### src/rtl/register_writeback_queue.sv
// Writeback queue: buffers {index, data} requests and drives the register file write port, one write per clock.
// Latency: 2 edges from handshake to write_signal (1 into an empty queue when WRITEBACK_BYPASS_EN is defined).
// Backpressure: request_ready low while full or in reset, no pop lookahead; index-0 requests are accepted and dropped.
module register_writeback_queue #(
    parameter int DEPTH = 4
) (
    input  logic                     clock,
    input  logic                     reset_n,
    input  logic                     request_valid,
    output logic                     request_ready,
    input  logic [4:0]               request_register_index,
    input  logic [31:0]              request_data,
    output logic [4:0]               write_register_index,
    output logic [31:0]              write_data,
    output logic                     write_signal,
    output logic [$clog2(DEPTH):0]   occupancy,
    input  logic [4:0]               query_register_index,
    output logic                     query_hit
);

    localparam int PW = $clog2(DEPTH);
    localparam logic [PW:0] FULL_COUNT = (PW + 1)'(DEPTH);

    typedef struct packed {
        logic [4:0]  index;
        logic [31:0] data;
    } entry_t;

    entry_t          mem [DEPTH];
    logic [PW-1:0]   rd_ptr;
    logic [PW-1:0]   wr_ptr;
    logic [PW:0]     count;

    logic            accept;
    logic            accept_nonzero;
    logic            bypass;
    logic            push;
    logic            pop;

    assign request_ready  = reset_n && (count != FULL_COUNT);
    assign accept         = request_valid && request_ready;
    assign accept_nonzero = accept && (request_register_index != 5'd0);
    assign pop            = (count != '0);

`ifdef WRITEBACK_BYPASS_EN
    // Only an empty queue may be bypassed, otherwise the request would overtake older entries.
    assign bypass = accept_nonzero && (count == '0);
`else
    assign bypass = 1'b0;
`endif

    assign push      = accept_nonzero && !bypass;
    assign occupancy = count;

    always_ff @(posedge clock) begin
        if (push) begin
            mem[wr_ptr] <= '{index: request_register_index, data: request_data};
        end
    end

    always_ff @(posedge clock) begin
        if (!reset_n) begin
            rd_ptr               <= '0;
            wr_ptr               <= '0;
            count                <= '0;
            write_signal         <= 1'b0;
            write_register_index <= 5'd0;
            write_data           <= 32'd0;
        end else begin
            if (push) begin
                wr_ptr <= wr_ptr + 1'b1;
            end
            if (pop) begin
                rd_ptr <= rd_ptr + 1'b1;
            end
            case ({push, pop})
                2'b10:   count <= count + 1'b1;
                2'b01:   count <= count - 1'b1;
                default: count <= count;
            endcase

            if (pop) begin
                write_signal         <= 1'b1;
                write_register_index <= mem[rd_ptr].index;
                write_data           <= mem[rd_ptr].data;
            end else if (bypass) begin
                write_signal         <= 1'b1;
                write_register_index <= request_register_index;
                write_data           <= request_data;
            end else begin
                write_signal         <= 1'b0;
                write_register_index <= 5'd0;
                write_data           <= 32'd0;
            end
        end
    end

    // A slot is live when its distance from the read pointer is below the count.
    logic [PW-1:0] slot_offset;
    logic          stored_hit;

    always_comb begin
        stored_hit  = 1'b0;
        slot_offset = '0;
        for (int i = 0; i < DEPTH; i++) begin
            slot_offset = PW'(i) - rd_ptr;
            if (({1'b0, slot_offset} < count) && (mem[i].index == query_register_index)) begin
                stored_hit = 1'b1;
            end
        end
    end

    assign query_hit = (query_register_index != 5'd0) &&
                       (stored_hit || (write_signal && (write_register_index == query_register_index)));

endmodule
### config.mk
export PLATFORM = sky130hd
export DESIGN_NAME = register_writeback_queue
export DESIGN_NICKNAME = d
export VERILOG_FILES = /design/src/rtl/register_writeback_queue.sv
export SDC_FILE = /design/constraint.sdc
export NUM_CORES = 1
export LEC_CHECK = 0
export CORE_MARGIN = 3
export CORE_UTILIZATION = 45
export CTS_CLUSTER_DIAMETER = 30
export DETAILED_ROUTE_END_ITERATION = 16
export HOLD_SLACK_MARGIN = 0.1
export PLACE_DENSITY_LB_ADDON = 0.25
export SLEW_MARGIN = 20
export SYNTH_ARGS = -nofsm -noshare
export SYNTH_HDL_FRONTEND = slang
export SYNTH_SLANG_ARGS = --single-unit
### constraint.sdc
create_clock -name clock -period 2.98 [get_ports clock]
set_input_delay 0.596 -clock clock [delete_from_list [all_inputs] [get_ports clock]]
set_output_delay 0.596 -clock clock [all_outputs]
set_load 0.05 [all_outputs]
==> results_tabular.tex <==
\begin{tabular}{lr}
\hline
Metric & Value \\
\hline
\multicolumn{2}{l}{\textbf{Critical path}} \\
\quad Required arrival time at the worst endpoint & 2.38 ns \\
\quad Setup Crit Path Kind & input port to output port \\
\quad Element type at the critical path start & input port \\
\quad Critical path endpoint category & output port \\
\quad Slowest library cell on the worst path & sky130\_fd\_sc\_hd\_\_clkdlybuf4s50\_1 \\
\quad Worst path max stage delay & 0.50 ns \\
\quad CP arrival & 2.27 ns \\
\quad CP max FO & 3 \\
\quad Cells along the critical path & clkdlybuf4s50\_1, buf\_4, xor2\_1, nor4\_1, a22oi\_1, o31a\_1, a21oi\_2, buf\_12 \\
\multicolumn{2}{l}{\textbf{Detailed routing}} \\
\quad Total DRC errors in the routed layout & 0 \\
\quad Per-cell via count in the routed design & 5.245 \\
\quad Average wire per cell in the routed design & 19.84 um \\
\quad Count of vias placed by the detailed router & 3698 \\
\quad DRC violation total after the first TritonRoute iteration & 260 \\
\quad Overall routed net length & 13.99 mm \\
\quad Pre-antenna DRT Iters & 5 \\
\quad Antenna-violating nets left & 0 \\
\multicolumn{2}{l}{\textbf{Yosys}} \\
\quad Post-synthesis instance area & 7251 um2 \\
\quad Asr flop ratio synth & 0\% \\
\quad Top-count cell post-synth & sky130\_fd\_sc\_hd\_\_edfxtp\_1 \\
\quad Dominant register cell in the synthesized netlist & sky130\_fd\_sc\_hd\_\_edfxtp\_1 \\
\quad Leading area contributor after synthesis & sky130\_fd\_sc\_hd\_\_edfxtp\_1 \\
\quad Cells after Synth & 382 \\
\quad Sequential-to-total area share from yosys stat & 73.72\% \\
\quad Count of different cell masters after synthesis & 39 \\
\quad Warning count from the yosys run & 0 \\
\quad Leading post-synthesis cells by cell area & sky130\_fd\_sc\_hd\_\_edfxtp\_1, sky130\_fd\_sc\_hd\_\_dfxtp\_1, sky130\_fd\_sc\_hd\_\_mux4\_2 \\
\quad Post-synth top area share & 61.29\% \\
\quad Post-synthesis average cell area & 18.98 um2 \\
\quad Syn Nets & 437 \\
\quad Top post-synthesis cells by count & sky130\_fd\_sc\_hd\_\_edfxtp\_1, sky130\_fd\_sc\_hd\_\_dfxtp\_1, sky130\_fd\_sc\_hd\_\_and3\_1, sky130\_fd\_sc\_hd\_\_mux4\_2, sky130\_fd\_sc\_hd\_\_xor2\_1 \\
\quad \#FFs+latches synth & 193 \\
\quad EDFF count, synth & 148 \\
\multicolumn{2}{l}{\textbf{STA}} \\
\quad Final worst path period share & 96.06\% \\
\quad Min cycle time layout & 2.863 ns \\
\quad Slew at the pin closest to its max-slew limit & 0.6983 ns \\
\quad Count of final hold-check violations & 0 \\
\quad Worst hold slack across all endpoints & 0.5038 ns \\
\quad Clock skew & 0.005784 ns \\
\quad Maximum frequency from static timing analysis & 349.3 MHz \\
\quad Max-slew violation count & 0 \\
\quad Final setup margin & 0.1174 ns \\
\quad Setup repair after global routing missed its margin & false \\
\quad Count of final setup violators & 0 \\
\quad Slew HR & 53.45\% \\
\multicolumn{2}{l}{\textbf{Floorplan}} \\
\quad Area of the die & 17670 um2 \\
\quad Initial standard-cell utilization of the core & 46.83\% \\
\quad Number of I/O pins & 88 \\
\quad Total core area & 15480 um2 \\
\quad Overall die height & 132.9 um \\
\quad Number of rows in the core area & 45 \\
\quad Die Wd & 132.9 um \\
\multicolumn{2}{l}{\textbf{Power}} \\
\quad Static power due to leakage & 3.150 nW \\
\quad Power Density & 860.4 nW/um2 \\
\quad Maximum vdd drop & 0.4707 mV \\
\multicolumn{2}{l}{\textbf{Clock tree}} \\
\quad CTS tree & yes \\
\quad Number of H-tree branching levels & 4 \\
\quad Clock latency on the worst-skew pair & 0.43 ns \\
\quad Clock Tree Root & sky130\_fd\_sc\_hd\_\_clkbuf\_16 \\
\quad Buffer depth of the longest clock path & 2 \\
\quad Number of hold buffers added after CTS & 0 \\
\quad CTS buffer count & 17 \\
\quad Clock-pin transition on the worst setup and hold timing paths & 0.07 ns \\
\quad Clock sink count & 193 \\
\multicolumn{2}{l}{\textbf{Place}} \\
\quad IO Port Bufs & 87 \\
\quad Cells after DPL & 671 \\
\quad Half-perimeter wire length of the detailed placement result & 8.310 mm \\
\quad Post-placement worst setup slack & -0.2763 ns \\
\quad Routability cong. & 0.8539 \\
\multicolumn{2}{l}{\textbf{Layout}} \\
\quad Layout overhead on the synthesized area & 25.35\% \\
\quad Count of placed standard cells in the final layout, fillers left out & 705 \\
\quad Antenna fix cells & 0 \\
\quad Layout cells sized above 1 & 20.45\% \\
\quad Net count reported at finish & 536 \\
\quad Fillers & 1156 \\
\multicolumn{2}{l}{\textbf{Global route}} \\
\quad First-pass GRT wire length & 21.97 mm \\
\quad Via count of the first global-routing pass & 3959 \\
\quad Antenna violations before repair & 2 \\
\quad Largest net degree at the start of global routing & 46 \\
\quad Total global-route track usage & 16.62\% \\
\quad GRT overflow & 0 \\
\multicolumn{2}{l}{\textbf{Outcome}} \\
\quad Run status & finished, final reports clean \\
\multicolumn{2}{l}{\textbf{Job}} \\
\quad Number of max-cap violations & 0 \\
\multicolumn{2}{l}{\textbf{Worst hold path}} \\
\quad Hold Crit Class & flop to flop \\
\hline
\end{tabular}
## final cells by class
cell class	instances	area [um2]	share of cell area, %
Clock inverter	14	151.4	1.666
Sequential cell	193	5350	58.87
Inverter	10	37.54	0.4130
Timing Repair Buffer	103	1067	11.74
Clock buffer	18	429.2	4.722
Tap cell	211	264.0	2.905
Multi-Input combinational cell	156	1789	19.69
## flip-flops by register name (all words and copies together), names as in the netlist
| name | cells |
|---|---|
| write_register_index | 5 |
| wr_ptr | 2 |
| mem | 148 |
| write_signal | 1 |
| occupancy | 3 |
| write_data | 32 |
| rd_ptr | 2 |
## where the power goes
part	switching, mW	leakage (nW)	internal, mW
Sequential	0.115	1.71	3.18
Clock	1.01	0.276	1.18
Combinational	1.36	1.16	0.966
Total	2.49	3.15	5.33
## placed cells by master, fill, tap and decap left out, types with 2 or more instances in the layout
| master | synthesis | final |
|---|---|---|
| sky130_fd_sc_hd__buf_4 | 1 | 11 |
| sky130_fd_sc_hd__edfxtp_1 | 148 | 148 |
| sky130_fd_sc_hd__o31a_1 | 2 | 2 |
| sky130_fd_sc_hd__inv_6 | 0 | 3 |
| sky130_fd_sc_hd__clkinvlp_4 | 0 | 3 |
| sky130_fd_sc_hd__dlymetal6s2s_1 | 0 | 3 |
| sky130_fd_sc_hd__xor2_1 | 18 | 18 |
| sky130_fd_sc_hd__dfxtp_1 | 45 | 43 |
| sky130_fd_sc_hd__buf_12 | 0 | 6 |
| sky130_fd_sc_hd__ha_1 | 9 | 9 |
| sky130_fd_sc_hd__nand2_1 | 5 | 5 |
| sky130_fd_sc_hd__o21ai_0 | 3 | 3 |
| sky130_fd_sc_hd__a21oi_1 | 3 | 2 |
| sky130_fd_sc_hd__clkbuf_16 | 0 | 17 |
| sky130_fd_sc_hd__nor4_1 | 2 | 2 |
| sky130_fd_sc_hd__and2_1 | 4 | 4 |
| sky130_fd_sc_hd__nor2_1 | 2 | 2 |
| sky130_fd_sc_hd__mux4_2 | 37 | 37 |
| sky130_fd_sc_hd__xnor2_1 | 12 | 11 |
| sky130_fd_sc_hd__clkinv_4 | 0 | 2 |
| sky130_fd_sc_hd__inv_8 | 0 | 3 |
| sky130_fd_sc_hd__and3_1 | 37 | 37 |
| sky130_fd_sc_hd__and2_2 | 4 | 4 |
| sky130_fd_sc_hd__inv_1 | 10 | 10 |
| sky130_fd_sc_hd__clkdlybuf4s50_1 | 0 | 81 |
## final timing paths
path	to	cells after the start	startpoint	slack (ns)
max reg2reg	occupancy[2]$_SDFFE_PN0P_	10	occupancy[2]$_SDFFE_PN0P_	0.32
min reg2reg	wr_ptr[1]$_SDFFE_PN0P_	2	wr_ptr[1]$_SDFFE_PN0P_	0.50
min	wr_ptr[1]$_SDFFE_PN0P_	2	wr_ptr[1]$_SDFFE_PN0P_	0.50
max	query_hit	8	query_register_index[4]	0.12
## layer usage
| layer | routed length (um) | global-route usage, % | vias up |
|---|---|---|---|
| li1 | - | - | 1689 |
| met2 | 6914 | 26.27 | 94 |
| met1 | 6023 | 22.24 | 1896 |
| met5 | 27 | 0 | - |
| met4 | 176 | 5.023 | 4 |
| met3 | 845 | 5.285 | 15 |
## metrics by stage
| stage | TNS, ns | power, mW | cell area, um2 | utilization [%] |
|---|---|---|---|---|
| floorplan | 0 | 4.942 | 7254 | - |
| global placement | -0.1931 | 5.642 | 8449 | 54.57 |
| detailed placement | -0.3335 | 5.667 | 8449 | 54.57 |
| CTS | 0 | 7.877 | 9036 | 58.36 |
| global route | 0 | 8.180 | 9089 | 58.70 |
| finish | 0 | 7.820 | 9089 | 58.70 |
## critical path, delay by kind of cell
| family | cells | cell delay (ns) |
|---|---|---|
| AO/OA/AOI/OAI | 3 | 0.47 |
| AND/OR/NAND/NOR | 1 | 0.20 |
| buffers and inverters | 3 | 0.85 |
| XOR/XNOR | 1 | 0.15 |
## kinds of logic (layout without fill, tap and decap cells)
logic type	after synthesis	after routing	synth area share (%)
adders and majority gates	10	10	1.829
xor gates and xnor gates	30	30	3.624
DFF	193	193	73.72
AOI/OAI and AO/OA	17	17	1.881
and+or+nand+nor	62	62	5.281
muxes	37	37	11.49
buffers and inverters	33	145	2.174
## repair_timing
item                       CTS  global route
pin swaps                    0             0
buffers inserted             0             2
resized for setup            2             7
setup endpoints to repair    1             1
Note: power is estimated with default switching activity, not from simulation.
